<file path="src/rtl/programmer_pkg.sv">
// Shared definitions for the chip programming-interface initiator:
// word length, programmer field map and controller states.
package programmer_pkg;

   localparam int unsigned NUM_BITS = 111;

   // Field map of the configuration word (LSB position / width)
   localparam int unsigned GTHDR_LSB      = 0;
   localparam int unsigned GTHDR_W        = 5;
   localparam int unsigned GTHSNR_LSB     = 5;
   localparam int unsigned GTHSNR_W       = 5;
   localparam int unsigned FCHSNR_LSB     = 10;
   localparam int unsigned FCHSNR_W       = 4;
   localparam int unsigned HSNR_EN_BIT    = 14;
   localparam int unsigned HDR_EN_BIT     = 15;
   localparam int unsigned BG_PROG_EN_BIT = 16;
   localparam int unsigned BG_PROG_LSB    = 17;
   localparam int unsigned BG_PROG_W      = 4;
   localparam int unsigned LDO_LSB        = 21;
   localparam int unsigned LDO_W          = 6;
   localparam int unsigned HPFEN_BIT      = 27;
   localparam int unsigned OGPH_LSB       = 28;
   localparam int unsigned OGPH_W         = 24;
   localparam int unsigned OGPN_LSB       = 52;
   localparam int unsigned OGPN_W         = 24;
   localparam int unsigned ATHHI_LSB      = 76;
   localparam int unsigned ATHHI_W        = 9;
   localparam int unsigned ATHLO_LSB      = 85;
   localparam int unsigned ATHLO_W        = 9;
   localparam int unsigned ATO_LSB        = 94;
   localparam int unsigned ATO_W          = 5;
   localparam int unsigned REF_OUT_BIT    = 99;
   localparam int unsigned DLL_LSB        = 100;
   localparam int unsigned DLL_W          = 4;
   localparam int unsigned DLLDAC_LSB     = 104;
   localparam int unsigned DLLDAC_W       = 5;
   localparam int unsigned CLKOUTSEL_BIT  = 109;
   localparam int unsigned OP_MODE_BIT    = 110;

   // Same map as a packed payload, MSB field first
   typedef struct packed {
      logic        op_mode;
      logic        clkoutsel;
      logic [4:0]  dlldac;
      logic [3:0]  dll;
      logic        ref_out;
      logic [4:0]  ato;
      logic [8:0]  athlo;
      logic [8:0]  athhi;
      logic [23:0] ogpn;
      logic [23:0] ogph;
      logic        hpfen;
      logic [5:0]  ldo;
      logic [3:0]  bg_prog;
      logic        bg_prog_en;
      logic        hdr_en;
      logic        hsnr_en;
      logic [3:0]  fchsnr;
      logic [4:0]  gthsnr;
      logic [4:0]  gthdr;
   } prog_word_t;

   typedef enum logic [2:0] {IDLE, SETUP, HIGH, LOW, HOLD, GAP, DRST} state_t;

endpackage

</file>
<file path="src/rtl/programmer_master_if.sv">
// Request/status handshake plus the three-wire programming bus.
interface programmer_master_if #(
   parameter int unsigned NUM_BITS = programmer_pkg::NUM_BITS
);
   logic                start;
   logic [NUM_BITS-1:0] data_in;
   logic                dreset_req;
   logic                busy;
   logic                done;
   logic                SDI;
   logic                SCLK;
   logic                CS;

   modport master (input start, data_in, dreset_req,
                   output busy, done, SDI, SCLK, CS);
   modport slave  (output start, data_in, dreset_req,
                   input busy, done, SDI, SCLK, CS);
endinterface

</file>
<file path="src/rtl/programmer_tick_gen.sv">
// Loadable half-period down-counter; tick_c marks the last cycle of a period.
module programmer_tick_gen #(
   parameter int unsigned DIV = 4
) (
   input  logic clk,
   input  logic rst,
   input  logic load,
   output logic tick_c
);
   localparam int unsigned CW = $clog2(DIV + 1);

   logic [CW-1:0] cnt;

   // Saturates at zero so an unreloaded counter never wraps
   always_ff @(posedge clk) begin
      if (rst)               cnt <= '0;
      else if (load)         cnt <= CW'(DIV);
      else if (cnt != '0)    cnt <= cnt - CW'(1);
   end

   assign tick_c = (cnt == CW'(1));
endmodule

</file>
<file path="src/rtl/programmer_master.sv">
// SPI mode-0 initiator: shifts one configuration word LSB-first and commits it
// with a CS rising edge, or drives a CS-high/SCLK-high digital-reset pulse.
module programmer_master #(
   parameter int unsigned NUM_BITS    = programmer_pkg::NUM_BITS,
   parameter int unsigned CLK_DIV     = 4,
   parameter int unsigned DRST_CYCLES = 16
) (
   input logic                 CLK,
   input logic                 RST,
   programmer_master_if.master bus
);
   import programmer_pkg::*;

   localparam int unsigned BW = $clog2(NUM_BITS + 1);
   localparam int unsigned RW = $clog2(DRST_CYCLES + 1);

   state_t              state, state_n;
   logic [NUM_BITS-1:0] shreg, shreg_n;
   logic [BW-1:0]       bit_cnt, bit_cnt_n;
   logic [RW-1:0]       drst_cnt, drst_cnt_n;
   logic                tick_c, load_c;
   logic                cs_q, sclk_q, sdi_q, busy_q, done_q;
   logic                cs_n, sclk_n, sdi_n, busy_n, done_n;

   programmer_tick_gen #(.DIV(CLK_DIV)) u_tick (
      .clk    (CLK),
      .rst    (RST),
      .load   (load_c),
      .tick_c (tick_c)
   );

   always_ff @(posedge CLK) begin
      if (RST) begin
         state    <= IDLE;
         shreg    <= '0;
         bit_cnt  <= '0;
         drst_cnt <= '0;
         cs_q     <= 1'b1;
         sclk_q   <= 1'b0;
         sdi_q    <= 1'b0;
         busy_q   <= 1'b0;
         done_q   <= 1'b0;
      end else begin
         state    <= state_n;
         shreg    <= shreg_n;
         bit_cnt  <= bit_cnt_n;
         drst_cnt <= drst_cnt_n;
         cs_q     <= cs_n;
         sclk_q   <= sclk_n;
         sdi_q    <= sdi_n;
         busy_q   <= busy_n;
         done_q   <= done_n;
      end
   end

   always_comb begin
      state_n    = state;
      shreg_n    = shreg;
      bit_cnt_n  = bit_cnt;
      drst_cnt_n = drst_cnt;
      load_c     = 1'b0;
      done_n     = 1'b0;

      case (state)
         IDLE: begin
            // Digital reset has priority over a simultaneous frame request
            if (bus.dreset_req) begin
               state_n    = DRST;
               drst_cnt_n = RW'(DRST_CYCLES);
            end else if (bus.start) begin
               state_n   = SETUP;
               shreg_n   = bus.data_in;
               bit_cnt_n = '0;
            end
         end
         SETUP: if (tick_c) state_n = HIGH;
         HIGH: begin
            if (tick_c) begin
               bit_cnt_n = bit_cnt + BW'(1);
               if (bit_cnt_n == BW'(NUM_BITS)) begin
                  state_n = HOLD;
               end else begin
                  state_n = LOW;
                  shreg_n = shreg >> 1;
               end
            end
         end
         LOW:  if (tick_c) state_n = HIGH;
         HOLD: if (tick_c) state_n = GAP;
         GAP: begin
            if (tick_c) begin
               state_n = IDLE;
               done_n  = 1'b1;
            end
         end
         DRST: begin
            // SCLK-high phase counted here, then one divider period low
            if (drst_cnt != '0) begin
               drst_cnt_n = drst_cnt - RW'(1);
               load_c     = (drst_cnt_n == '0);
            end else if (tick_c) begin
               state_n = IDLE;
               done_n  = 1'b1;
            end
         end
         default: state_n = IDLE;
      endcase

      if (state_n != state) load_c = 1'b1;

      // Outputs follow the state being entered so they stay registered
      busy_n = (state_n != IDLE);
      cs_n   = !(state_n inside {SETUP, HIGH, LOW, HOLD});
      sclk_n = (state_n == HIGH) || ((state_n == DRST) && (drst_cnt_n != '0));
      sdi_n  = (state_n inside {SETUP, HIGH, LOW}) ? shreg_n[0] : 1'b0;
   end

   assign bus.CS   = cs_q;
   assign bus.SCLK = sclk_q;
   assign bus.SDI  = sdi_q;
   assign bus.busy = busy_q;
   assign bus.done = done_q;
endmodule

</file>
<file path="src/flat_wrapper.sv">
// flat-port wrapper written by rule: the top's interface ports become plain ports
module programmer_master_flat import programmer_pkg::*;
#(
   parameter int unsigned NUM_BITS    = programmer_pkg::NUM_BITS,
   parameter int unsigned CLK_DIV     = 4,
   parameter int unsigned DRST_CYCLES = 16
)
  (CLK, RST, bus_start, bus_data_in, bus_dreset_req, bus_busy, bus_done, bus_SDI, bus_SCLK, bus_CS);
  programmer_master_if #(.NUM_BITS(NUM_BITS)) bus_i ();
  input logic CLK;
  input logic RST;
  input wire logic [$bits(bus_i.start)-1:0] bus_start;
  input wire logic [$bits(bus_i.data_in)-1:0] bus_data_in;
  input wire logic [$bits(bus_i.dreset_req)-1:0] bus_dreset_req;
  output wire logic [$bits(bus_i.busy)-1:0] bus_busy;
  output wire logic [$bits(bus_i.done)-1:0] bus_done;
  output wire logic [$bits(bus_i.SDI)-1:0] bus_SDI;
  output wire logic [$bits(bus_i.SCLK)-1:0] bus_SCLK;
  output wire logic [$bits(bus_i.CS)-1:0] bus_CS;
  assign bus_i.start = bus_start;
  assign bus_i.data_in = bus_data_in;
  assign bus_i.dreset_req = bus_dreset_req;
  assign bus_busy = bus_i.busy;
  assign bus_done = bus_i.done;
  assign bus_SDI = bus_i.SDI;
  assign bus_SCLK = bus_i.SCLK;
  assign bus_CS = bus_i.CS;
  programmer_master #(.NUM_BITS(NUM_BITS), .CLK_DIV(CLK_DIV), .DRST_CYCLES(DRST_CYCLES)) u_core (.CLK(CLK), .RST(RST), .bus(bus_i));
endmodule
</file>
<file path="config.mk">
export PLATFORM = sky130hd
export DESIGN_NAME = programmer_master_flat
export DESIGN_NICKNAME = d
export VERILOG_FILES = /design/src/rtl/programmer_pkg.sv /design/src/rtl/programmer_master_if.sv /design/src/rtl/programmer_tick_gen.sv /design/src/rtl/programmer_master.sv /design/src/flat_wrapper.sv
export SDC_FILE = /design/constraint.sdc
export NUM_CORES = 1
export LEC_CHECK = 0
export CAP_MARGIN = 30
export CORE_ASPECT_RATIO = 0.8
export CORE_UTILIZATION = 55
export DETAILED_ROUTE_END_ITERATION = 16
export PLACE_DENSITY = 0.86
export SETUP_SLACK_MARGIN = 0.15
export SLEW_MARGIN = 25
export SYNTH_ARGS = -nofsm -noshare
export SYNTH_HDL_FRONTEND = slang
export SYNTH_HIERARCHICAL = 1
export SYNTH_SLANG_ARGS = --single-unit
</file>
<file path="constraint.sdc">
create_clock -name CLK -period 6.9 [get_ports CLK]
set_clock_uncertainty 0.15 [all_clocks]
set_input_delay 1.035 -clock CLK [delete_from_list [all_inputs] [get_ports CLK]]
set_output_delay 1.035 -clock CLK [all_outputs]
set_load 0.05 [all_outputs]
</file>
; ---- Yosys cells after proc, flatten, opt, wreduce, memory -nomap -nowiden
; Index checks and enable logic that the tools add are counted.
; W data, S select, Z words.
[totals]
ff_bits = 134
latch_bits = 0
ramBits = 0
mem_bits_ro = 0
in_bits = 115
word_cells = 81
mem_count = 0
[op_classes]
n_addsub = 3
mul = 0
div_mod_pow = 0
magnitude_cmp = 0
n_eq_ne = 18
n_shift = 0
mux = 29
bitwise = 1
n_reduce_logical = 18
[op_table]
columns = cell, n
row1 = $mux W111, 4
row2 = $pmux W111 S2, 1
row3 = $mux W3, 10
row4 = $mux W7, 3
row5 = $pmux W3 S6, 1
row6 = $eq A3 B3 Y1 const B, 5
row7 = $pmux W7 S2, 1
row8 = $eq A3 B2 Y1 const B, 4
row9 = $mux W5, 2
row10 = $pmux W5 S2, 1
row11 = $reduce_bool A5 Y1, 2
row12 = $eq A3 B1 Y1 const B, 3
row13 = $reduce_bool A3 Y1, 3
row14 = $add A7 B1 Y7 const B, 1
row15 = $eq A7 B7 Y1 const B, 1
row16 = $ne A2 B2 Y1 const B, 3
row17 = $reduce_or A2 Y1, 3
row18 = $logic_not A5 Y1, 1
row19 = $mux W1, 5
row20 = $reduce_and A5 Y1, 1
row21 = $sub A5 B1 Y5 const B, 1
row22 = $reduce_and A4 Y1, 1
row23 = $reduce_bool A2 Y1, 2
row24 = $reduce_bool A4 Y1, 1
row25 = 9 further kinds, 9

; ---- Longest topological paths before layout
; Gate-level depths: netlist (run 1).
[depth]
ltp_word = 9
ltp_mapped = 11
mapped_depth_nobuf = 9

; ---- By module
; Netlist (run 1), hierarchy kept.
[modules_own_cells]
columns = mod, instances, cells_per_inst, area_per_inst_um2, seq_area_each_um2
row1 = programmer_master, 1, 680, 5801.8, 2622.5
row2 = programmer_tick_gen, 1, 18, 180.2, 60.1

; ---- Least setup slack after synthesis (run 1)
; Ideal clock, no wire load.
[synth_path]
path_type = input-to-reg
from = in bus_dreset_req
to = reg u_core.shreg[10]
setup_ns = 0.070
arrival_time_ns = 2.259
path_slack_ns = 4.421
path_stages = 6
path_cell_list = nand2b_1 > nor4_1 > clkbuf_1 > buf_1 > a22oi_1 > a21oi_1
[synth_via]
elab_chain_cells = 2
[synth_lines]
columns = item, line_no
row1 = start: declaration, flat_wrapper.sv:14  ; input wire logic [$bits(bus_i.dreset_req)-1:0] bus_dreset_req;
row2 = $ne A2 B2 Y1 (no line), n/a
row3 = $reduce_and A5 Y1 (no line), n/a
row4 = end signal: assignment, programmer_master.sv:45  ; shreg <= shreg_n;
row5 = end: declaration, programmer_master.sv:18  ; logic [NUM_BITS-1:0] shreg, shreg_n;
; No other way between the ends.
; A chain may end at the register's enable or synchronous reset.

; ---- Worst setup path after layout (run 1)
[layout_path]
from = reg u_core.state[1]
to = reg u_core.shreg[36]
[layout_via]
elab_chain_cells = 3
word_cells_on_any_way = 9
[layout_lines]
columns = item, line_no
row1 = start: declaration, programmer_master.sv:17  ; state_t state, state_n;
row2 = start signal: assignment, programmer_master.sv:44  ; state <= state_n;
row3 = $eq A3 B2 Y1 / $logic_not A3 Y1 (equally long branches), programmer_master.sv:64  ; case (state)
row4 = $ne A2 B2 Y1 (no line) (tied with other cells), n/a
row5 = $reduce_and A5 Y1 (no line), n/a
; Parallel ways exist; a longest one is shown, timed or not.

==> reports/qor.log, run 1 <==
qor: logic_synthesis.mean_post_synth_cell_area 8.57 sq um
qor: grt.via_count_of_the_first_global_routing_pass 5,385
qor: clock_network.tritoncts done
qor: layout.seqCellArea 0.00268 sq mm
qor: sta.tightest_slew 0.878 ns
qor: clock_network.cts_root_buf clkbuf_16
qor: die.chipWidth 119 um
qor: critical_path.critPathLaunchType flip-flop
qor: placed_design.port_buffers 119
qor: routing.initialDrtViolationCount 671
qor: layout.final_layout_size_suffix_gt1_share 6.60%
qor: layout.finalNetCount 898
qor: worst_hold_path.hold_path.class flip-flop to flip-flop
qor: logic_synthesis.synth.net_count 821
qor: logic_synthesis.netlist-cell-type-count 48
qor: critical_path.crit_reg_reg_startpoint u_core/state[1]
qor: pwr.p_leak 0.00258 uW
qor: critical_path.worst-path-max-fanout 106
qor: layout.layout.cells.most_common dfxtp_1
qor: pwr.total_power 2550 uW
qor: flow_run.maxCapViolCount 0
qor: status.outcome completed
qor: sta.worst_slew_margin_rel 41.5%
qor: clock_network.clk_lat_worst_skew 0.41 ns
qor: critical_path.crit_path_cell_trace nor3b_1, nand2_1, a21oi_4, buf_6, a22oi_1, a21oi_1
qor: grt.largest_net_degree_at_the_start_of_global_routing 107
qor: worst_hold_path.hold_path_startpoint u_core/shreg[2]
qor: worst_hold_path.timing.hold.worst_path_depth 2
qor: sta.unrepaired_setup_endpoints_after_global_routing no
qor: placed_design.hpwlAfterDp 9360 um
qor: clock_network.count_of_cells_resized_by_post_cts_repair 0
qor: sta.post-route-min-period 3.22 ns
qor: sta.setup_total_negative_slack 0 ns
qor: clock_network.hold_fix_buffers_cts 0
qor: sta.fin_ws 3.68 ns
qor: die.std_cell_rows 33
qor: critical_path.timing.critical_path.arrival 3.39 ns
qor: sta.maxSlewViolCount 0
qor: layout.nFillCells 748
qor: routing.remaining_drc_errors 0
qor: critical_path.timing.setup.critical_path_class flip-flop to flip-flop
qor: die.die_area 0.0113 sq mm
qor: logic_synthesis.post-synth-top-area-cell dfxtp_1
qor: critical_path.timing.reg2reg.setup_slack 3.68 ns
qor: grt.grt_first_pass_wirelength 24,900 um
qor: grt.groute.usage.overall 27.4%
qor: die.initial_core_util 57.5%
qor: logic_synthesis.synth-edff-count 0
qor: critical_path.cp-end-kind flip-flop
qor: routing.vias_per_cell 6.29
qor: die.design.core.area 0.0104 sq mm
qor: clock_network.worst_setup_hold_path_clk_slew 0.06 ns
qor: placed_design.placement.setup.worst_slack 3.60 ns
qor: routing.route.antenna.remaining_nets 0
qor: routing.vias 5,838
qor: grt.global_route.overflow_total 0
qor: logic_synthesis.post_synthesis_sequential_area_ratio 44.8%
qor: logic_synthesis.synth.top_cells.by_area dfxtp_1 45%, a22oi_1 14%, a21oi_1 11%
qor: sta.final-setup-viol-count 0
qor: grt.antenna_found_initial 0
qor: logic_synthesis.ys_seq_elements 134
qor: clock_network.cts-buffers-inserted 17
qor: layout.mostFrequentLayoutCells 134 x dfxtp_1, 126 x a21oi_1, 118 x clkdlybuf4s50_1, 117 x nand3_1, 110 x a22oi_1
qor: sta.highest_attainable_clock_frequency 310 MHz
qor: placed_design.gpl.final_weighted_congestion 0.832
qor: clock_network.clock_tree.htree_level_count 4
qor: critical_path.worst_path_largest_cell_delay 0.61 ns
qor: clock_network.clock_path_buffers 2
qor: sta.hold_violations 0
qor: layout.syn2layout_area_growth 29.9%
qor: logic_synthesis.synth_area 0.00598 sq mm
qor: pwr.pwr_density_cell 329 mW/mm^2
qor: die.die_height 95.3 um
qor: routing.route.final.wire_length 15,800 um
qor: critical_path.reg2reg_to u_core/shreg[36]
qor: logic_synthesis.post-synth-top-area-fraction 44.8%
qor: logic_synthesis.syn-instance-count 698
qor: die.boundaryPins 120
qor: critical_path.critPathSlowestCell dfxtp_1
qor: layout.multi_input_comb_area 0.00293 sq mm
qor: critical_path.worstPathRequired 7.07 ns
qor: logic_synthesis.postSynth.asyncResetShare 0%
qor: clock_network.clock-sinks 134
qor: worst_hold_path.min_to u_core/shreg[2]
qor: logic_synthesis.yosys_most_used_dff dfxtp_1
qor: clock_network.cts_post_setup_buffers_inserted 0
qor: sta.final.period_utilization 46.7%
qor: logic_synthesis.yosys_warnings 6
qor: routing.wl_per_cell 17.0 um
qor: routing.number_of_detailed_routing_iterations_run_before_antenna_repair 6
qor: layout.n_antenna_cell 0
qor: pwr.ir_drop 0.000186 V
qor: critical_path.reg2reg_depth 6
==> synthesized netlist by cell type (all sizes together) (4+ instances only) <==
cell      n
dfxtp   134
a21oi   127
nand3   117
a22oi   110
clkbuf   42
buf      26
nor2     24
o21ai    18
nand2    16
nor3      9
ha        8
inv       8
nand2b    7
a31oi     6
a211oi    4
nor4      4
==> area by class of cell <==
type / instances / share of cell area, %
multi-input combinational: 488 / 37.8
clock buffer: 18 / 5.65
sequential: 134 / 34.5
inverter: 8 / 0.387
clock inverter: 14 / 2.87
timing repair buffer: 126 / 16.5
tap: 140 / 2.25
==> where the power goes <==
group	total, uW	leakage [uW]	internal [uW]	switching, uW
clock network	1010	0.000318	655	350
registers	952	0.00109	875	76.8
logic	595	0.00117	239	356
==> metal layers <==
layer	vias up	part of all wire [%]	wire [um]	GRT usage, %
met1	2775	43	6790	33.9
met3	29	7.2	1140	6.52
met2	269	48	7610	46.4
met4	0	1.5	230	11.3
met5	-	0	0	0
li1	2765	-	-	-
==> metrics by stage <==
step	hold slack, ns	cells	util, %	cell area, sq um
2_1_floorplan	0.298	698	-	5980
3_3_place_gp	0.304	894	67.7	7050
3_5_place_dp	0.309	896	68.3	7100
4_1_cts	0.316	928	74.6	7760
5_1_grt	0.329	928	74.7	7770
6_report	0.320	928	74.7	7770
==> critical path, delay by kind of cell, from the launching register on <==
| family | cells | cell delay (ns) |
|---|---|---|
| AO/OA/AOI/OAI | 3 | 0.75 |
| buffers and inverters | 1 | 0.60 |
| AND/OR/NAND/NOR | 2 | 0.92 |
| flip-flops | 1 | 0.61 |
==> cells by family after synthesis <==
| group | synth area share [%] |
|---|---|
| multiplexers | 0.167 |
| AO/OA/AOI/OAI | 28.7 |
| flip-flops | 44.8 |
| adder cells (fa/ha/maj) | 1.67 |
| XOR/XNOR | 0.439 |
| AND/OR/NAND/NOR | 17.7 |
| buffers and inverters | 6.46 |
==> worst max path at each step <==
stage | from | end | slack, ns | depth (start not counted)
final | u_core/state[1] | u_core/shreg[36] | 3.68 | 6
after global routing | u_core/state[1] | u_core/shreg[67] | 3.49 | 6
after CTS | u_core/state[1] | u_core/shreg[36] | 3.53 | 6
after detailed placement | u_core/state[1] | u_core/shreg[59] | 3.60 | 6
after global placement | bus_dreset_req | u_core/bit_cnt[6] | 3.44 | 7
after floorplan | bus_dreset_req | u_core/shreg[10] | 4.42 | 6
==> flip-flops by register name, summed over array words and instances (netlist names) <==
name               cells
u_core/bit_cnt         7
u_core/bus.busy        1
u_core/bus.SCLK        1
u_core/shreg         111
u_core/state           3
u_core/u_tick/cnt      3
u_core/bus.done        1
u_core/bus.SDI         1
u_core/bus.CS          1
u_core/drst_cnt        5
Power figures use the tool's default switching activity.
==> run 2, diff against run 1 <==
- CORE_UTILIZATION: 55 -> 52
- PLACE_DENSITY: 0.86 -> 0.82
- clock period: 6.9 -> 3 ns (I/O delays scaled with it)
==> run 2 against run 1 <==
- final area down 0.37%
- non-clock buffer count up 4
- register-to-register slack worse by 3.4 ns
- hold slack worse by 0.0026 ns
- wire length down 3.8%
- die area up 5.7%
- sequential cell count unchanged
- fmax up 21%
- first-iteration DRC count down 4.3%
- critical path type unchanged
==> reports/qor.log, run 2 (same netlist as run 1, synthesis figures left out) <==
qor: grt.via_count_of_the_first_global_routing_pass 5,387 [+0.037%]
qor: critical_path.cp.buffers_inverters 1 [unchanged]
qor: sta.fin_ws 0.327 ns [-3.35 ns]
qor: layout.syn2layout_area_growth 29.4%
qor: sta.setup_total_negative_slack 0 ns [unchanged]
qor: placed_design.gpl.final_weighted_congestion 0.853 [+2.5%]
qor: critical_path.critPathLaunchType flip-flop
qor: placed_design.placement.setup.worst_slack 0.317 ns [-3.28 ns]
qor: clock_network.clk_lat_worst_skew 0.41 ns [about the same]
qor: clock_network.worst_setup_hold_path_clk_slew 0.06 ns [about the same]
qor: layout.layout.cells.most_common dfxtp_1
qor: flow_run.maxCapViolCount 0 [unchanged]
qor: critical_path.critPathSlowestCell dfxtp_1
qor: critical_path.cp-end-kind flip-flop
qor: routing.route.antenna.remaining_nets 0 [unchanged]
qor: pwr.p_leak 0.00257 uW [-0.39%]
qor: grt.global_route.overflow_total 0 [unchanged]
qor: sta.final-setup-viol-count 0 [unchanged]
qor: worst_hold_path.min_to u_core/shreg[96]
qor: worst_hold_path.hold_path.class flip-flop to flip-flop
qor: sta.worst_slew_margin_rel 47.8% [+6.3 points]
qor: critical_path.critPathMostFrequentCell nand3_1
qor: routing.vias_per_cell 6.15 [-2.2%]
qor: die.boundaryPins 120 [unchanged]
qor: sta.maxSlewViolCount 0 [unchanged]
qor: critical_path.critical-path-top-delay-family simple AND/OR/NAND/NOR gates
qor: grt.grt_first_pass_wirelength 25,000 um [+0.64%]
qor: die.initial_core_util 54.3% [-3.2 points]
qor: grt.groute.usage.overall 26.2% [-1.2 points]
qor: worst_hold_path.timing.hold.worst_path_depth 2 [unchanged]
qor: layout.largest_register u_core/shreg
qor: sta.post-route-min-period 2.67 ns [-0.548 ns]
qor: critical_path.reg2reg_depth 8 [+2]
qor: sta.final.period_utilization 89.1% [+42 points]
qor: sta.unrepaired_setup_endpoints_after_global_routing no
qor: sta.hold_violations 0 [unchanged]
qor: placed_design.port_buffers 119 [unchanged]
qor: critical_path.worst-path-max-fanout 62 [-42%]
qor: grt.antenna_found_initial 0 [unchanged]
qor: die.std_cell_rows 34 [+3.0%]
qor: layout.final_layout_size_suffix_gt1_share 6.70% [+0.10 points]
qor: clock_network.cts-buffers-inserted 17 [unchanged]
qor: clock_network.clock_path_buffers 2 [unchanged]
qor: clock_network.tritoncts done
qor: layout.finalNetCount 902 [+0.45%]
qor: status.outcome completed
qor: placed_design.hpwlAfterDp 9550 um [+2.0%]
qor: critical_path.worstSetupPathDepth 8 [+2]
qor: layout.largest_register_ffs 111 [unchanged]
qor: worst_hold_path.hold_path_startpoint u_core/shreg[96]
qor: die.die_area 0.0119 sq mm [+5.7%]
qor: critical_path.timing.setup.critical_path_class flip-flop to flip-flop
qor: critical_path.worstPathRequired 3.17 ns [-3.90 ns]
qor: clock_network.clock_tree.htree_level_count 4 [unchanged]
qor: clock_network.clock-sinks 134 [unchanged]
qor: critical_path.crit_path_cell_trace ha_1, nand3_1, nor3_1, o32a_4, a21o_4, buf_6, nand3_1, a21oi_1
qor: sta.highest_attainable_clock_frequency 374 MHz [+21%]
qor: critical_path.timing.reg2reg.setup_slack 0.33 ns [-3.35 ns]
qor: routing.wl_per_cell 16.2 um [-4.5%]
qor: routing.vias 5,750 [-1.5%]
qor: routing.remaining_drc_errors 0 [unchanged]
qor: die.design.core.area 0.0110 sq mm [+5.9%]
qor: routing.initialDrtViolationCount 642 [-4.3%]
qor: die.die_height 97.9 um [+2.8%]
qor: clock_network.cts_post_setup_buffers_inserted 0 [unchanged]
qor: grt.largest_net_degree_at_the_start_of_global_routing 76 [-29%]
qor: layout.reg_top3 u_core/shreg x111, u_core/bit_cnt x7, u_core/drst_cnt x5
qor: critical_path.timing.critical_path.arrival 2.84 ns [-0.55 ns]
qor: clock_network.cts_root_buf clkbuf_16
qor: pwr.pwr_density_cell 713 mW/mm^2 [+120%]
qor: layout.n_antenna_cell 0 [unchanged]
qor: critical_path.reg2reg_to u_core/shreg[98]
qor: layout.mostFrequentLayoutCells 134 x dfxtp_1, 126 x a21oi_1, 118 x clkdlybuf4s50_1, 117 x nand3_1, 110 x a22oi_1
qor: routing.number_of_detailed_routing_iterations_run_before_antenna_repair 5 [-1]
qor: die.chipWidth 122 um [+2.8%]
qor: critical_path.crit_reg_reg_startpoint u_core/bit_cnt[0]
qor: critical_path.worst_path_largest_cell_delay 0.43 ns [-0.18 ns]
qor: sta.tightest_slew 0.783 ns [-0.0943 ns]
qor: pwr.ir_drop 0.000521 V [+180%]
qor: routing.route.final.wire_length 15,200 um [-3.8%]
[run 2: layout make-up]
type,count,area [sq um]
flip-flops and latches,134,2680
fillers,859,3280
inverters,8,30.0
well taps,144,180
clock inverters,10,106
multi-input cells,488,2940
repair buffers,130,1350
clock buffers,21,450
[run 2: worst max path at each step]
| stage | startpoint | end | slack [ns] |
|---|---|---|---|
| floorplan | u_core/bit_cnt[0] | u_core/u_tick/cnt[1] | 0.68 |
| global placement | u_core/drst_cnt[0] | u_core/bus.SDI | 0.44 |
| detailed placement | u_core/bit_cnt[0] | u_core/shreg[98] | 0.32 |
| CTS | u_core/bit_cnt[0] | u_core/shreg[98] | 0.28 |
| global route | u_core/drst_cnt[0] | u_core/u_tick/cnt[2] | 0.20 |
| finish | u_core/bit_cnt[0] | u_core/shreg[98] | 0.33 |
[run 2: per-stage QoR]
stage / cells / area (sq um) / util [%] / power (uW) / hold slack (ns)
after floorplan: 698 / 5980 / - / 3140 / 0.298
after global placement: 904 / 7170 / 65.1 / 3520 / 0.303
after detailed placement: 904 / 7170 / 65.1 / 3580 / 0.310
after CTS: 935 / 7730 / 70.2 / 5520 / 0.316
after global routing: 935 / 7740 / 70.2 / 5810 / 0.335
final: 935 / 7740 / 70.2 / 5520 / 0.318
[run 2: power breakdown]
group	internal, uW	switching [uW]	total, uW
registers	2010	150	2160
clock network	1230	714	1940
logic	579	829	1410
total	3820	1690	5520
[run 2: repair_timing]
action                     4_1_cts  5_1_grt
gates resized for setup          0        2
hold buffers                     0        0
setup endpoints to repair        0       35
[run 2: metal layers]
layer,wire (um),track usage (%)
met1,6520,33.7
met2,7140,40.5
met3,1290,8.88
met4,231,9.40
met5,0,0
[run 2: worst register-to-register path, cell delays in order, from the launching register on]
cell     delay [ns]
dfxtp_1        0.43
ha_1           0.29
nand3_1        0.20
nor3_1         0.32
o32a_4         0.27
a21o_4         0.15
buf_6          0.38
nand3_1        0.18
a21oi_1        0.21
